### config.mk
export PLATFORM = sky130hd
export DESIGN_NAME = zero_run_monitor_flat
export DESIGN_NICKNAME = d
export VERILOG_FILES = /design/src/rtl/zero_run_pkg.sv /design/src/rtl/zero_run_monitor_if.sv /design/src/rtl/zero_run_monitor_byte_class.sv /design/src/rtl/zero_run_monitor.sv /design/src/flat_wrapper.sv
export SDC_FILE = /design/constraint.sdc
export NUM_CORES = 1
export LEC_CHECK = 0
export CORE_ASPECT_RATIO = 0.7
export CORE_MARGIN = 5
export CORE_UTILIZATION = 49
export DETAILED_ROUTE_END_ITERATION = 8
export GPL_TIMING_DRIVEN = 0
export PLACE_DENSITY = 0.95
export SYNTH_ARGS = -nofsm -noshare
export SYNTH_HDL_FRONTEND = slang
export SYNTH_SLANG_ARGS = --single-unit
### constraint.sdc
create_clock -name clk -period 4 [get_ports clk]
set_input_delay 0.4 -clock clk [delete_from_list [all_inputs] [get_ports clk]]
set_output_delay 0.4 -clock clk [all_outputs]
set_load 0.005 [all_outputs]
### src/rtl/zero_run_pkg.sv
// Shared types and constants for the zero/ones run-length monitor.
package zero_run_pkg;

  typedef enum logic [1:0] {
    IDLE = 2'b00,
    ZRUN = 2'b01,
    ORUN = 2'b10
  } run_state_e;

  localparam logic [1:0] RT_NONE = 2'b00;
  localparam logic [1:0] RT_ZERO = 2'b01;
  localparam logic [1:0] RT_ONES = 2'b10;

  localparam logic [7:0] ZERO_BYTE = 8'h00;
  localparam logic [7:0] ONES_BYTE = 8'hFF;

endpackage

### src/rtl/zero_run_monitor_if.sv
// Byte stream, threshold/clear controls and run status of the run monitor.
interface zero_run_monitor_if #(parameter int RUN_W = 8);

  logic             in_valid;
  logic [7:0]       in_data;
  logic [RUN_W-1:0] thresh;
  logic             clr_alarm;
  logic             zero_flag;
  logic             ones_flag;
  logic [1:0]       run_type;
  logic [RUN_W-1:0] run_len;
  logic             alarm;
  logic             alarm_type;

  modport master (
    output in_valid, in_data, thresh, clr_alarm,
    input  zero_flag, ones_flag, run_type, run_len, alarm, alarm_type
  );

  modport slave (
    input  in_valid, in_data, thresh, clr_alarm,
    output zero_flag, ones_flag, run_type, run_len, alarm, alarm_type
  );

endinterface

### src/rtl/zero_run_monitor_byte_class.sv
// Combinational byte classifier: all-zeros / all-ones via a two-level reduction tree.
// Zero latency, no flow control.
module byte_class (
  input  logic [7:0] in_data,
  output logic       is_zero,
  output logic       is_ones
);

  logic [3:0] pair_or;
  logic [3:0] pair_and;

  for (genvar i = 0; i < 4; i++) begin : g_pair
    assign pair_or[i]  = in_data[2*i] | in_data[2*i+1];
    assign pair_and[i] = in_data[2*i] & in_data[2*i+1];
  end

  assign is_zero = ~((pair_or[0] | pair_or[1]) | (pair_or[2] | pair_or[3]));
  assign is_ones = (pair_and[0] & pair_and[1]) & (pair_and[2] & pair_and[3]);

endmodule

### src/rtl/zero_run_monitor.sv
// Zero/ones run-length supervisor with sticky threshold alarm; registered outputs, 1-cycle latency.
// No backpressure: every in_valid cycle is consumed.
module zero_run_monitor
  import zero_run_pkg::*;
#(
  parameter int RUN_W = 8
) (
  input  logic               clk,
  input  logic               rst_n,
  zero_run_monitor_if.slave  mon
);

  localparam logic [RUN_W-1:0] RUN_MAX = {RUN_W{1'b1}};
  localparam logic [RUN_W-1:0] RUN_ONE = RUN_W'(1);

  run_state_e       state_q, state_d;
  logic [RUN_W-1:0] len_q, len_d, len_inc;
  logic             zf_q, zf_d, of_q, of_d;
  logic             al_q, al_d, at_q, at_d;
  logic             hit;
  logic             is_zero, is_ones;

  byte_class u_class (
    .in_data (mon.in_data),
    .is_zero (is_zero),
    .is_ones (is_ones)
  );

  assign len_inc = (len_q == RUN_MAX) ? RUN_MAX : len_q + RUN_ONE;

  always_ff @(posedge clk) begin
    if (!rst_n) begin
      state_q <= IDLE;
      len_q   <= '0;
      zf_q    <= 1'b0;
      of_q    <= 1'b0;
      al_q    <= 1'b0;
      at_q    <= 1'b0;
    end else begin
      state_q <= state_d;
      len_q   <= len_d;
      zf_q    <= zf_d;
      of_q    <= of_d;
      al_q    <= al_d;
      at_q    <= at_d;
    end
  end

  always_comb begin
    state_d = state_q;
    len_d   = len_q;
    zf_d    = zf_q;
    of_d    = of_q;
    al_d    = al_q;
    at_d    = at_q;
    hit     = 1'b0;

    if (mon.in_valid) begin
      if (is_zero) begin
        state_d = ZRUN;
        len_d   = (state_q == ZRUN) ? len_inc : RUN_ONE;
        zf_d    = 1'b1;
        of_d    = 1'b0;
      end else if (is_ones) begin
        state_d = ORUN;
        len_d   = (state_q == ORUN) ? len_inc : RUN_ONE;
        zf_d    = 1'b0;
        of_d    = 1'b1;
      end else begin
        state_d = IDLE;
        len_d   = '0;
        zf_d    = 1'b0;
        of_d    = 1'b0;
      end
      hit = (mon.thresh != '0) && (state_d != IDLE) && (len_d >= mon.thresh);
    end

    // First cause is kept unless the same cycle also clears the alarm.
    if (hit) begin
      if (!al_q || mon.clr_alarm) at_d = (state_d == ORUN);
      al_d = 1'b1;
    end else if (mon.clr_alarm) begin
      al_d = 1'b0;
      at_d = 1'b0;
    end
  end

  assign mon.run_type   = state_q;
  assign mon.run_len    = len_q;
  assign mon.zero_flag  = zf_q;
  assign mon.ones_flag  = of_q;
  assign mon.alarm      = al_q;
  assign mon.alarm_type = at_q;

endmodule

### src/flat_wrapper.sv
// flat-port wrapper written by rule: the top's interface ports become plain ports
module zero_run_monitor_flat import zero_run_pkg::*;
#(
  parameter int RUN_W = 8
)
  (clk, rst_n, mon_in_valid, mon_in_data, mon_thresh, mon_clr_alarm, mon_zero_flag, mon_ones_flag, mon_run_type, mon_run_len, mon_alarm, mon_alarm_type);
  zero_run_monitor_if #(.RUN_W(RUN_W)) mon_i ();
  input  logic clk;
  input  logic rst_n;
  input wire logic [$bits(mon_i.in_valid)-1:0] mon_in_valid;
  input wire logic [$bits(mon_i.in_data)-1:0] mon_in_data;
  input wire logic [$bits(mon_i.thresh)-1:0] mon_thresh;
  input wire logic [$bits(mon_i.clr_alarm)-1:0] mon_clr_alarm;
  output wire logic [$bits(mon_i.zero_flag)-1:0] mon_zero_flag;
  output wire logic [$bits(mon_i.ones_flag)-1:0] mon_ones_flag;
  output wire logic [$bits(mon_i.run_type)-1:0] mon_run_type;
  output wire logic [$bits(mon_i.run_len)-1:0] mon_run_len;
  output wire logic [$bits(mon_i.alarm)-1:0] mon_alarm;
  output wire logic [$bits(mon_i.alarm_type)-1:0] mon_alarm_type;
  assign mon_i.in_valid = mon_in_valid;
  assign mon_i.in_data = mon_in_data;
  assign mon_i.thresh = mon_thresh;
  assign mon_i.clr_alarm = mon_clr_alarm;
  assign mon_zero_flag = mon_i.zero_flag;
  assign mon_ones_flag = mon_i.ones_flag;
  assign mon_run_type = mon_i.run_type;
  assign mon_run_len = mon_i.run_len;
  assign mon_alarm = mon_i.alarm;
  assign mon_alarm_type = mon_i.alarm_type;
  zero_run_monitor #(.RUN_W(RUN_W)) u_core (.clk(clk), .rst_n(rst_n), .mon(mon_i));
endmodule
==> qor.csv <==
stage;metric;value;unit
status;result_of_the_run;completed;
timing;finalHoldViolCount;0;
die;die_width;65.1;um
die;rows;14;
yosys;syn_area;0.00104;sq mm
place;post-place-ws;0.731;ns
grt;largest_net_degree_at_the_start_of_global_routing;11;
clock_tree;postCtsSetupBuffers;0;
yosys;postSynthCellCount;132;
clock_tree;clock_sink_count;14;
clock_tree;cts.repair.resized;0;
die;initial_core_util;49.9;%
critical_path;slowest_cell_on_the_critical_path;sky130_fd_sc_hd__dfxtp_1;
yosys;post_synthesis_sequential_element_count;14;
yosys;number_of_enable_type_register_cells_in_the_synthesized_netlist;0;
critical_path;cp_buf_inv_count;1;
drt;detail_route.iter0.violations;82;
hold_path;hold_path.class;reg2reg;
timing;max_slew.worst_pin.slew;0.416;ns
timing;finalWorstSetupSlack;0.909;ns
yosys;asyncSetResetFlopFracSynth;0;%
critical_path;critPathMaxFanout;7;
timing;slew_headroom;72.0;%
timing;finalCriticalPeriod;3.09;ns
drt;total_iterations_of_the_first_detailed_routing_run;4;
place;place_hpwl;2390;um
critical_path;critical_path_arrival;3.32;ns
clock_tree;worst_skew_pair.late_latency;0.30;ns
critical_path;criticalPathCategory;reg2reg;
drt;wire_per_inst;15.1;um
grt;gr-total-overflow;0;
finish;antenna-diode-count;0;
timing;setup_total_negative_slack;0;ns
clock_tree;tritoncts_clock_tree;done;
critical_path;cp_cell_sequence;ha_1, nand4_2, or3_1, buf_6, a32o_1, ha_1, nand2b_1, a2111oi_0, o311ai_0, and3b_1, o22ai_1;
job;drv_cap;0;
drt;via_count;1133;
grt;grt_pass1_vias;1128;
critical_path;crit_path_max_delay_family;compound AO/OA/AOI/OAI gates;
clock_tree;hold_buffers;0;
timing;setup_viol;0;
yosys;synth_area_leaders;sky130_fd_sc_hd__dfxtp_1 (27%), sky130_fd_sc_hd__ha_1 (11%), sky130_fd_sc_hd__a21oi_1 (7.7%);
finish;synthToLayoutAreaGrowth;38.1;%
timing;slew_viol_final;0;
critical_path;crit_path_max_incr_delay;0.42;ns
clock_tree;cts-root-to-sink-buffers;2;
yosys;mappedNetlistNets;161;
finish;most-common-layout-cells;sky130_fd_sc_hd__clkdlybuf4s50_1 (33), sky130_fd_sc_hd__a21oi_1 (16), sky130_fd_sc_hd__dfxtp_1 (14);
place;gpl.final_weighted_congestion;0.921;
clock_tree;tritoncts.num_buffers;3;
timing;rsz0062_at_grt;no;
power;irDropWorstVdd;0.136;mV
finish;final_layout_size_suffix_gt1_share;7.10;%
drt;wl;2910;um
critical_path;cp.required;4.22;ns
timing;finalCritPeriodShare;77.3;%
yosys;synthesis.yosys.warnings;0;
power;leakagePower;0.535;nW
power;power_per_cell_area;201;mW/mm^2
grt;number_of_antenna_violations_at_the_first_check_in_global_routing;0;
die;floorplan.die.height;48.6;um
clock_tree;clock_tree.htree_level_count;1;
die;io_pins;34;
critical_path;crit_path_end_kind;flip-flop;
drt;antenna_left;0;
finish;post_layout_nets;199;
yosys;synth_top_area_share;26.9;%
critical_path;crit_top_cell;sky130_fd_sc_hd__ha_1;
clock_tree;clk_transition_reported_paths;0.10;ns
place;numPortBuffers;33;
drt;route.detailed.drc;0;
die;die_area;0.00316;sq mm
grt;grt_use_total;20.3;%
yosys;avg_inst_size_synth;7.89;sq um
yosys;yosysTopAreaCell;sky130_fd_sc_hd__dfxtp_1;
finish;commonest_non_fill_non_tap_cell_in_the_layout;sky130_fd_sc_hd__clkdlybuf4s50_1;
timing;achievable-frequency;0.323;GHz
critical_path;regToRegSetupSlack;0.91;ns
drt;routed_via_density;5.87;
yosys;synthFlopType;sky130_fd_sc_hd__dfxtp_1;
timing;clock_skew;0.00775;ns
yosys;synth_cell_type_count;42;
yosys;synth.yosys.seq_area_share;26.9;%
grt;global_route_wire_length_before_repair;5060;um
clock_tree;cts_root_buf;sky130_fd_sc_hd__clkbuf_4;
critical_path;crit_path_start_kind;flip-flop;
die;design.core.area;0.00208;sq mm
[path summary, 6_finish.rpt]
| check | end | from | depth (start not counted) |
|---|---|---|---|
| max | u_core.mon.alarm_type | u_core.mon.run_len[0] | 11 |
| min | u_core.mon.zero_flag | u_core.mon.zero_flag | 2 |
| max reg2reg | u_core.mon.alarm_type | u_core.mon.run_len[0] | 11 |
| min reg2reg | u_core.mon.zero_flag | u_core.mon.zero_flag | 2 |
[where the power goes]
| group | switching (mW) | internal (mW) | total (mW) |
|---|---|---|---|
| Clock | 0.0538 | 0.0555 | 0.109 |
| Sequential | 0.0000806 | 0.139 | 0.139 |
| Combinational | 0.0165 | 0.0239 | 0.0404 |
| Total | 0.0704 | 0.219 | 0.289 |
[routing by layer]
| layer | GRT usage (%) | vias up | part of all wire (%) | wire, um |
|---|---|---|---|---|
| met5 | 0 | - | 0 | 0 |
| met3 | 6.71 | 2 | 6.9 | 201 |
| met4 | 3.79 | 0 | 0.34 | 10 |
| met2 | 35.8 | 37 | 51 | 1500 |
| li1 | - | 560 | - | - |
| met1 | 24.1 | 534 | 41 | 1200 |
[registers in the layout, summed over array words and instances, names as in the netlist]
| signal | flops |
|---|---|
| u_core.mon.ones_flag | 1 |
| u_core.mon.zero_flag | 1 |
| u_core.mon.run_len | 8 |
| u_core.mon.alarm | 1 |
| u_core.mon.run_type | 2 |
| u_core.mon.alarm_type | 1 |
[through the flow]
step	utilization [%]	area, sq um	power [mW]	hold slack, ns	instances
2_1_floorplan	-	1040	0.156	0.467	132
3_3_place_gp	67.2	1400	0.180	0.458	189
3_5_place_dp	67.2	1400	0.183	0.469	189
4_1_cts	69.0	1440	0.289	0.483	193
5_1_grt	69.0	1440	0.300	0.516	193
6_report	69.0	1440	0.289	0.479	193
[worst min-delay path, stage by stage, from the launching register on]
cell,delay [ns]
sky130_fd_sc_hd__dfxtp_1,0.32
sky130_fd_sc_hd__nand2b_1,0.06
sky130_fd_sc_hd__a21oi_1,0.06
[cells in the mapped netlist (2+ instances only)]
library cell,number
sky130_fd_sc_hd__dfxtp_1,14
sky130_fd_sc_hd__nor4_1,2
sky130_fd_sc_hd__a21oi_1,16
sky130_fd_sc_hd__o22ai_1,2
sky130_fd_sc_hd__or2b_1,2
sky130_fd_sc_hd__nor3_1,3
sky130_fd_sc_hd__ha_1,9
sky130_fd_sc_hd__or3_1,2
sky130_fd_sc_hd__inv_1,10
sky130_fd_sc_hd__nand3b_1,4
sky130_fd_sc_hd__nand4_1,4
sky130_fd_sc_hd__xnor2_1,2
sky130_fd_sc_hd__nand2_1,11
sky130_fd_sc_hd__or4_1,2
sky130_fd_sc_hd__nor2_1,7
sky130_fd_sc_hd__or2_2,2
sky130_fd_sc_hd__nand2b_1,9
sky130_fd_sc_hd__nand3_1,5
sky130_fd_sc_hd__o21ai_0,3
[cell type report]
class | instances | area (sq um)
Sequential cell | 14 | 280
Multi-Input combinational cell | 104 | 697
Inverter | 11 | 41.3
Buffer | 3 | 22.5
Tap cell | 24 | 30.0
Timing Repair Buffer | 33 | 330
Fill cell | 183 | 647
Clock buffer | 4 | 36.3
[logic make-up after synthesis]
family                     share of synthesized area [%]
AOI/OAI and AO/OA                                   21.6
xor gates and xnor gates                            2.52
adders and majority gates                           10.8
buffers and inverters                               6.13
DFF                                                 26.9
muxes                                              0.962
and+or+nand+nor                                     31.0
(Power assumes the default switching activity.)
